## src/rtl/automatic_washing_machine.sv

```systemverilog
// Washing-machine program sequencer: Moore FSM, one state per clock, outputs decoded from state.
// The soap_wash/water_wash phase flags are registered and let FILL/DRAIN tell the soap pass from the rinse pass.
module automatic_washing_machine (
  input  logic clk,
  input  logic reset,
  input  logic door_close,
  input  logic start,
  input  logic filled,
  input  logic detergent_added,
  input  logic cycle_timeout,
  input  logic drained,
  input  logic spin_timeout,
  output logic door_lock,
  output logic motor_on,
  output logic fill_value_on,
  output logic drain_value_on,
  output logic done,
  output logic soap_wash,
  output logic water_wash
);

  typedef enum logic [2:0] {
    S_IDLE      = 3'd0,
    S_FILL      = 3'd1,
    S_DETERGENT = 3'd2,
    S_WASH      = 3'd3,
    S_DRAIN     = 3'd4,
    S_SPIN      = 3'd5,
    S_DONE      = 3'd6
  } state_t;

  state_t r_state;
  state_t w_state_nxt;
  logic   r_soap;
  logic   r_water;
  logic   w_soap_nxt;
  logic   w_water_nxt;

  always_ff @(posedge clk or posedge reset) begin
    if (reset) begin
      r_state <= S_IDLE;
      r_soap  <= 1'b0;
      r_water <= 1'b0;
    end else begin
      r_state <= w_state_nxt;
      r_soap  <= w_soap_nxt;
      r_water <= w_water_nxt;
    end
  end

  // Each state looks only at its own exit condition; everything else is ignored.
  always_comb begin
    w_state_nxt = r_state;
    w_soap_nxt  = r_soap;
    w_water_nxt = r_water;
    case (r_state)
      S_IDLE: begin
        if (start && door_close) w_state_nxt = S_FILL;
      end
      S_FILL: begin
        if (filled) w_state_nxt = r_soap ? S_WASH : S_DETERGENT;
      end
      S_DETERGENT: begin
        if (detergent_added) begin
          w_state_nxt = S_WASH;
          w_soap_nxt  = 1'b1;
        end
      end
      S_WASH: begin
        if (cycle_timeout) w_state_nxt = S_DRAIN;
      end
      S_DRAIN: begin
        if (drained) begin
          if (r_water) begin
            w_state_nxt = S_SPIN;
          end else begin
            w_state_nxt = S_FILL;
            w_water_nxt = 1'b1;
          end
        end
      end
      S_SPIN: begin
        if (spin_timeout) w_state_nxt = S_DONE;
      end
      S_DONE: begin
        if (!start) begin
          w_state_nxt = S_IDLE;
          w_soap_nxt  = 1'b0;
          w_water_nxt = 1'b0;
        end
      end
      default: begin
        w_state_nxt = S_IDLE;
        w_soap_nxt  = 1'b0;
        w_water_nxt = 1'b0;
      end
    endcase
  end

  always_comb begin
    door_lock      = 1'b0;
    motor_on       = 1'b0;
    fill_value_on  = 1'b0;
    drain_value_on = 1'b0;
    done           = 1'b0;
    case (r_state)
      S_FILL: begin
        door_lock     = 1'b1;
        fill_value_on = 1'b1;
      end
      S_DETERGENT: door_lock = 1'b1;
      S_WASH: begin
        door_lock = 1'b1;
        motor_on  = 1'b1;
      end
      S_DRAIN: begin
        door_lock      = 1'b1;
        drain_value_on = 1'b1;
      end
      S_SPIN: begin
        door_lock      = 1'b1;
        motor_on       = 1'b1;
        drain_value_on = 1'b1;
      end
      S_DONE:  done = 1'b1;
      default: ;
    endcase
  end

  assign soap_wash  = r_soap;
  assign water_wash = r_water;

endmodule

```

## config.mk

```make
export PLATFORM = sky130hd
export DESIGN_NAME = automatic_washing_machine
export DESIGN_NICKNAME = d
export VERILOG_FILES = /design/src/rtl/automatic_washing_machine.sv
export SDC_FILE = /design/constraint.sdc
export NUM_CORES = 1
export LEC_CHECK = 0
export CAP_MARGIN = 15
export CORE_AREA = 3 3 40 42
export DETAILED_ROUTE_END_ITERATION = 8
export DIE_AREA = 0 0 43 45
export PLACE_DENSITY = 0.56
export SETUP_SLACK_MARGIN = 0.02
export SYNTH_ARGS = -nofsm -noshare
export SYNTH_HDL_FRONTEND = slang
export SYNTH_SLANG_ARGS = --single-unit
```

## constraint.sdc

```tcl
create_clock -name clk -period 2.2 [get_ports clk]
set_input_delay 0.22 -clock clk [delete_from_list [all_inputs] [get_ports clk]]
set_output_delay 0.22 -clock clk [all_outputs]
set_load 0.01 [all_outputs]
```

==> results by group, run 1 <==
Outcome
  • Outcome: completed

Finish
  • Area of the multi-input gates: around 240 um^2
  • Share of layout cells above drive strength 1: a little over a fifth
  • # nets final: 71
  • Reg area: 125.1 um^2
  • Final core occ: 45.96%
  • Syn-to-layout area delta: 46.58%
  • # diodes: 0
  • # fillers: about 130

Critical path
  • R2r worst-path depth: 5
  • Critical path class: flip-flop to output port
  • CP endpoint kind: output port
  • Worst-path fanout max: 11
  • Reg2Reg Setup Slack: between 500 and 600 ps
  • Worst stage delay on the critical path: between 500 and 600 ps
  • Worst-path cell chain: nor2b_2, o21a_1, clkdlybuf4s50_1
  • Type of element launching the critical path: flip-flop
  • Required @ worst endpoint: 1980 ps
  • CP arrival: 1770 ps
  • Slowest cell on crit path: dfrtp_1

Clock tree
  • Clk Latency, worst-skew pair: between 200 and 250 ps
  • Clk slew on worst S/H paths: 40 ps
  • Num CTS Buffers: 3
  • Hold-fix buffers at CTS: 0
  • Htree depth: 1
  • CTS tree: done
  • Root Buffer: clkbuf_4
  • CTS sink cnt: 5
  • CTS Buffer Depth: 2

Synthesis
  • Ys async rst share: between 90% and 100%
  • Main flop type after synthesis: dfrtp_1
  • Syn Std Cell Area: slightly above 400 um^2
  • Synth Net Count: 53
  • Synth Register Bits: 5
  • Cell with the most instances after synthesis: dfrtp_1
  • YS warnings: 0
  • Synth area leaders: dfrtp_1 (31%), a221oi_2 (7.5%), mux2_4 (7.5%), o2bb2ai_4 (6.8%), a21oi_1 (5.0%)
  • Mapped Cells: 44
  • Register area share after synthesis: a little over 30%
  • Post-synth top area share: between 30% and 40%
  • Area leader, netlist: dfrtp_1
  • Yosys cell types: 23
  • Top cells by count, synth: dfrtp_1 (5), a21oi_1 (4), nand2_1 (4)
  • EDFF count, synth: 0
  • Avg Cell Area, Syn: 9.157 um^2

STA
  • Achievable Freq: 501.5 MHz
  • Period minus WS final: 1994 ps
  • Slew @ Worst Pin: about 430 ps
  • Post-Route Setup TNS: 0 ps
  • Setup violators final: 0
  • Fin. Hold Viols: 0
  • Final period utilization: 90.64%
  • Fin. max-slew vios: 0
  • Worst relative slew slack: between 70% and 80%
  • Worst Skew: ~4.7 ps
  • RSZ-0062 raised after global routing: no
  • Setup WS post-layout: approximately 210 ps

Floorplanning
  • Site Rows: 13
  • Starting Density: 31.35%
  • Die footprint: a little under 2000 um^2
  • Width of the die: roughly 43 um
  • Ports: 16
  • Die Span Y: between 40 and 50 um
  • CORE AREA: around 1300 um^2

Worst hold path
  • Hold WC Path Type: input port to async pin

Pwr
  • Pwr/cell area: 1460 nW/um^2
  • Lkg Pwr: 0.2556 nW
  • Worst VDD drop: about 0.68 mV
  • Pwr Total: between 0.0008 and 0.0009 W

Detailed routing
  • DR pass1 iterations: 2
  • Vias: 362
  • Vias/cell: roughly 4.8
  • Routed wire length per instance: 12.04 um
  • Routed WL: approximately 920 um
  • Starting DRT DRC Count: 7
  • Antenna Nets Post-Route: 0
  • Post-route DRC: 0

GRT
  • Met2 Track Usage GR: 16.47%
  • Total GRT Usage: between 10% and 20%
  • Grt met1 use: between 10% and 20%
  • Initial antenna violation count: 0
  • Largest net degree at the start of global routing: 15
  • Met3 Usage GRT: about 6.0%
  • Vias in the first global route: 351
  • GRT overflow: 0
  • Global-route wire length before repair: between 1.5 and 2 mm
  • Grt peak-use layer: met2

Flow run
  • Max-cap violations: 0

Placed design
  • Pre-CTS setup slack: about 340 ps
  • Placer congestion estimate: approximately 0.76
  • Dpl hpwl: 706.4 um
  • # port buffers: 15
-- per-layer routing --
| layer | vias up | routed length (um) |
|---|---|---|
| met1 | 163 | 434 |
| met5 | - | 0 |
| met4 | 0 | 0 |
| met3 | 0 | 60 |
| met2 | 9 | 420 |
| li1 | 190 | - |
-- flip-flops by register name, indices dropped and copies added (netlist names) --
register    cells
r_state         3
water_wash      1
soap_wash       1
-- cells by family after synthesis --
family	after synthesis	share of synthesized area [%]
DFF	5	31.06
AOI/OAI and AO/OA	17	36.34
buffers and inverters	8	9.936
and+or+nand+nor	12	15.22
muxes	2	7.454
-- cells in the final DEF (no fill, tap or decap) --
| cell | count |
|---|---|
| o21ai_1 | 3 |
| and2_1 | 1 |
| inv_1 | 3 |
| a22oi_1 | 2 |
| nor2_1 | 3 |
| a21o_1 | 2 |
| nor2b_2 | 2 |
| o2bb2ai_4 | 1 |
| mux2_4 | 2 |
| clkdlybuf4s50_1 | 15 |
| a211oi_1 | 1 |
| nor3_1 | 1 |
| a221oi_2 | 2 |
| inv_2 | 1 |
| or3b_1 | 1 |
| a21oi_1 | 4 |
| dfrtp_1 | 5 |
| o21a_1 | 1 |
| clkbuf_1 | 1 |
| buf_4 | 2 |
| clkbuf_4 | 3 |
| a221oi_1 | 1 |
| nand2_1 | 4 |
-- repair_timing --
action / CTS / global route
setup buffers: 0 / 0
endpoints found under the setup margin: 0 / 1
gates resized for setup: 0 / 1
-- metrics by stage --
stage	std cells	cell area (um^2)	hold WS [ps]
2_1_floorplan	44	402.9	-1.479
3_3_place_gp	72	561.8	431.9
3_5_place_dp	72	561.8	445.6
4_1_cts	76	588.1	184.4
5_1_grt	76	590.6	208.7
6_report	76	590.6	172.7
-- area by class of cell --
type                       count  share of cell area (%)
clock buffer                   4                   4.449
timing repair buffer          17                   27.97
tap                           15                   3.178
sequential                     5                   21.19
inverter                       4                   2.542
multi-input combinational     31                   40.68
-- worst max-delay path, delay by kind of cell (launching register included) --
| kind | cells | cell delay (ps) |
|---|---|---|
| compound gates | 1 | 160 |
| flops | 1 | 540 |
| simple gates | 1 | 300 |
| buf+inv | 1 | 540 |
-- worst paths after layout --
check,from,endpoint
worst max-delay path,r_state[1],motor_on
worst min-delay path,reset,soap_wash
worst max register to register,r_state[1],r_state[2]
worst min register to register,water_wash,water_wash
max in group asynchronous,reset,water_wash
min in group clk,water_wash,water_wash
-- power by group --
| group | internal (W) | total (W) | switching, W |
|---|---|---|---|
| logic | 0.000308 | 0.000537 | 0.000229 |
| clock network | 0.0000685 | 0.000105 | 0.0000365 |
| registers | 0.000137 | 0.000220 | 0.0000838 |
| total | 0.000513 | 0.000862 | 0.000349 |
Power figures use the tool's default switching activity.
==> inputs of run 2 (changes only) <==
--- a/config.mk
+++ b/config.mk
@@ -6,9 +6,9 @@
 export NUM_CORES = 1
 export LEC_CHECK = 0
 export CAP_MARGIN = 15
-export CORE_AREA = 3 3 40 42
+export CORE_AREA = 2 2 39 41
 export DETAILED_ROUTE_END_ITERATION = 8
-export DIE_AREA = 0 0 43 45
+export DIE_AREA = 0 0 41 43
 export PLACE_DENSITY = 0.56
 export SETUP_SLACK_MARGIN = 0.02
 export SYNTH_ARGS = -nofsm -noshare
==> results by group, run 2 (synthesis gave the netlist of run 1 again) <==
Critical path
  • Reg2Reg Setup Slack: 630 ps (+100 ps)
  • R2r worst-path depth: 5 (unchanged)
  • Reg2reg start: r_state[1]
  • Required @ worst endpoint: 1980 ps (about the same)
  • Critical path class: flip-flop to output port
  • Type of element launching the critical path: flip-flop
  • Worst r2r dst: r_state[2]
  • CP endpoint kind: output port
  • Worst-path fanout max: 5 (-6)
  • CP arrival: 1680 ps (-90 ps)

STA
  • Achievable Freq: 525.0 MHz (+4.7%)
  • Slew @ Worst Pin: 450.8 ps (+19.23 ps)
  • RSZ-0062 raised after global routing: no
  • Fin Hold WS: 183.2 ps (+10.51 ps)
  • Worst Skew: 2.106 ps (-2.548 ps)
  • Period minus WS final: 1905 ps (-89.43 ps)
  • Setup WS post-layout: 295.4 ps (+89.43 ps)
  • Worst relative slew slack: 69.95% (-1.3 points)
  • Fin. max-slew vios: 0 (unchanged)
  • Post-Route Setup TNS: 0 ps (unchanged)
  • Fin. Hold Viols: 0 (unchanged)
  • Setup violators final: 0 (unchanged)
  • Final period utilization: 86.57% (-4.1 points)

Placed design
  • Placer congestion estimate: 0.6968 (-8.0%)
  • Dpl hpwl: 707.9 um (+0.21%)
  • # port buffers: 15 (unchanged)
  • Pre-CTS setup slack: 490.0 ps (+145.1 ps)

Pwr
  • Lkg Pwr: 0.2600 nW (+1.7%)
  • Worst VDD drop: 0.6880 mV (+0.67%)
  • Pwr/cell area: 1465 nW/um^2 (+0.36%)

Flow run
  • Max-cap violations: 0 (unchanged)

Clock tree
  • Hold-fix buffers at CTS: 0 (unchanged)
  • Setup Buffers After CTS: 0 (unchanged)
  • CTS tree: done
  • Htree depth: 1 (unchanged)
  • Num CTS Buffers: 3 (unchanged)
  • Root Buffer: clkbuf_4
  • Clk Latency, worst-skew pair: 240 ps (about the same)
  • Clk slew on worst S/H paths: 40 ps (about the same)
  • CTS Buffer Depth: 2 (unchanged)
  • CTS sink cnt: 5 (unchanged)
  • Post_cts resized: 0 (unchanged)

Floorplanning
  • Site Rows: 14 (+1)
  • Die footprint: 1763 um^2 (-8.9%)
  • Starting Density: 29.11% (-2.2 points)
  • Die Span Y: 43 um (-4.4%)
  • Width of the die: 41 um (-4.7%)
  • CORE AREA: 1384 um^2 (+7.7%)
  • Ports: 16 (unchanged)

Finish
  • # fillers: 146 (+11%)
  • Commonest cells after routing, fill and taps aside: clkdlybuf4s50_1 (15), dfrtp_1 (5), a21oi_1 (4), nand2_1 (4)
  • Reg with most FFs: r_state
  • # nets final: 72 (+1.4%)
  • Share of layout cells above drive strength 1: 20.97% (-0.34 points)
  • # diodes: 0 (unchanged)
  • Commonest non-fill, non-tap cell in the layout: clkdlybuf4s50_1
  • Max FFs per register: 3 (unchanged)
  • Syn-to-layout area delta: 48.14%

GRT
  • GRT overflow: 0 (unchanged)
  • Largest net degree at the start of global routing: 15 (unchanged)
  • Vias in the first global route: 348 (-0.85%)
  • Total GRT Usage: 12.21% (+1.5 points)
  • Global-route wire length before repair: 1.428 mm (-7.6%)
  • Initial antenna violation count: 0 (unchanged)

Worst hold path
  • Hold WC Path Type: input port to async pin

Detailed routing
  • Post-route DRC: 0 (unchanged)
  • Starting DRT DRC Count: 2 (-5)
  • Antenna Nets Post-Route: 0 (unchanged)
  • DR pass1 iterations: 4 (+2)
  • Vias: 372 (+2.8%)
  • Routed WL: 928 um (+1.4%)
  • Vias/cell: 4.769 (+0.13%)
  • Routed wire length per instance: 11.90 um (-1.2%)

Outcome
  • Outcome: completed
run 2: critical path: stages, from the launching register on:
cell and delay [ps]:
dfrtp_1 380, nor2b_1 320, o21a_1 200, clkdlybuf4s50_1 530
run 2: how the worst max path moves through the flow:
stage	start	to	depth (start not counted)
after CTS	r_state[1]	motor_on	3
after global placement	r_state[1]	motor_on	3
after global routing	r_state[1]	motor_on	3
final	r_state[1]	motor_on	3
after detailed placement	start	r_state[2]	5
after floorplan	r_state[1]	r_state[2]	5
run 2: layout make-up:
type | instances | area [um^2] | area share (%)
Clock buffer | 4 | 26.28 | 4.403
Inverter | 4 | 15.01 | 2.516
Multi-Input combinational cell | 31 | 237.7 | 39.83
Sequential cell | 5 | 125.1 | 20.96
Tap cell | 16 | 20.02 | 3.354
Timing Repair Buffer | 18 | 172.7 | 28.93
run 2: where the power goes:
group / internal [W] / switching, W / total [W]
combinational: 0.000317 / 0.000252 / 0.000568
clock: 0.0000685 / 0.0000368 / 0.000105
sequential: 0.000137 / 0.0000639 / 0.000201
total: 0.000522 / 0.000353 / 0.000875
run 2: per-layer routing:
| metal | global-route usage [%] | share of wire [%] |
|---|---|---|
| met4 | 2.000 | 0 |
| met3 | 6.283 | 6.7 |
| met5 | 0 | 0 |
| met2 | 17.50 | 47 |
| met1 | 16.34 | 46 |
run 2: through the flow:
| stage | area [um^2] | utilization [%] | total power [W] | cells |
|---|---|---|---|---|
| 2_1_floorplan | 402.9 | - | 0.0005745 | 44 |
| 3_3_place_gp | 570.5 | 41.23 | 0.0007721 | 74 |
| 3_5_place_dp | 570.5 | 41.23 | 0.0007771 | 74 |
| 4_1_cts | 596.8 | 43.13 | 0.0008876 | 78 |
| 5_1_grt | 596.8 | 43.13 | 0.0009489 | 78 |
| 6_report | 596.8 | 43.13 | 0.0008746 | 78 |
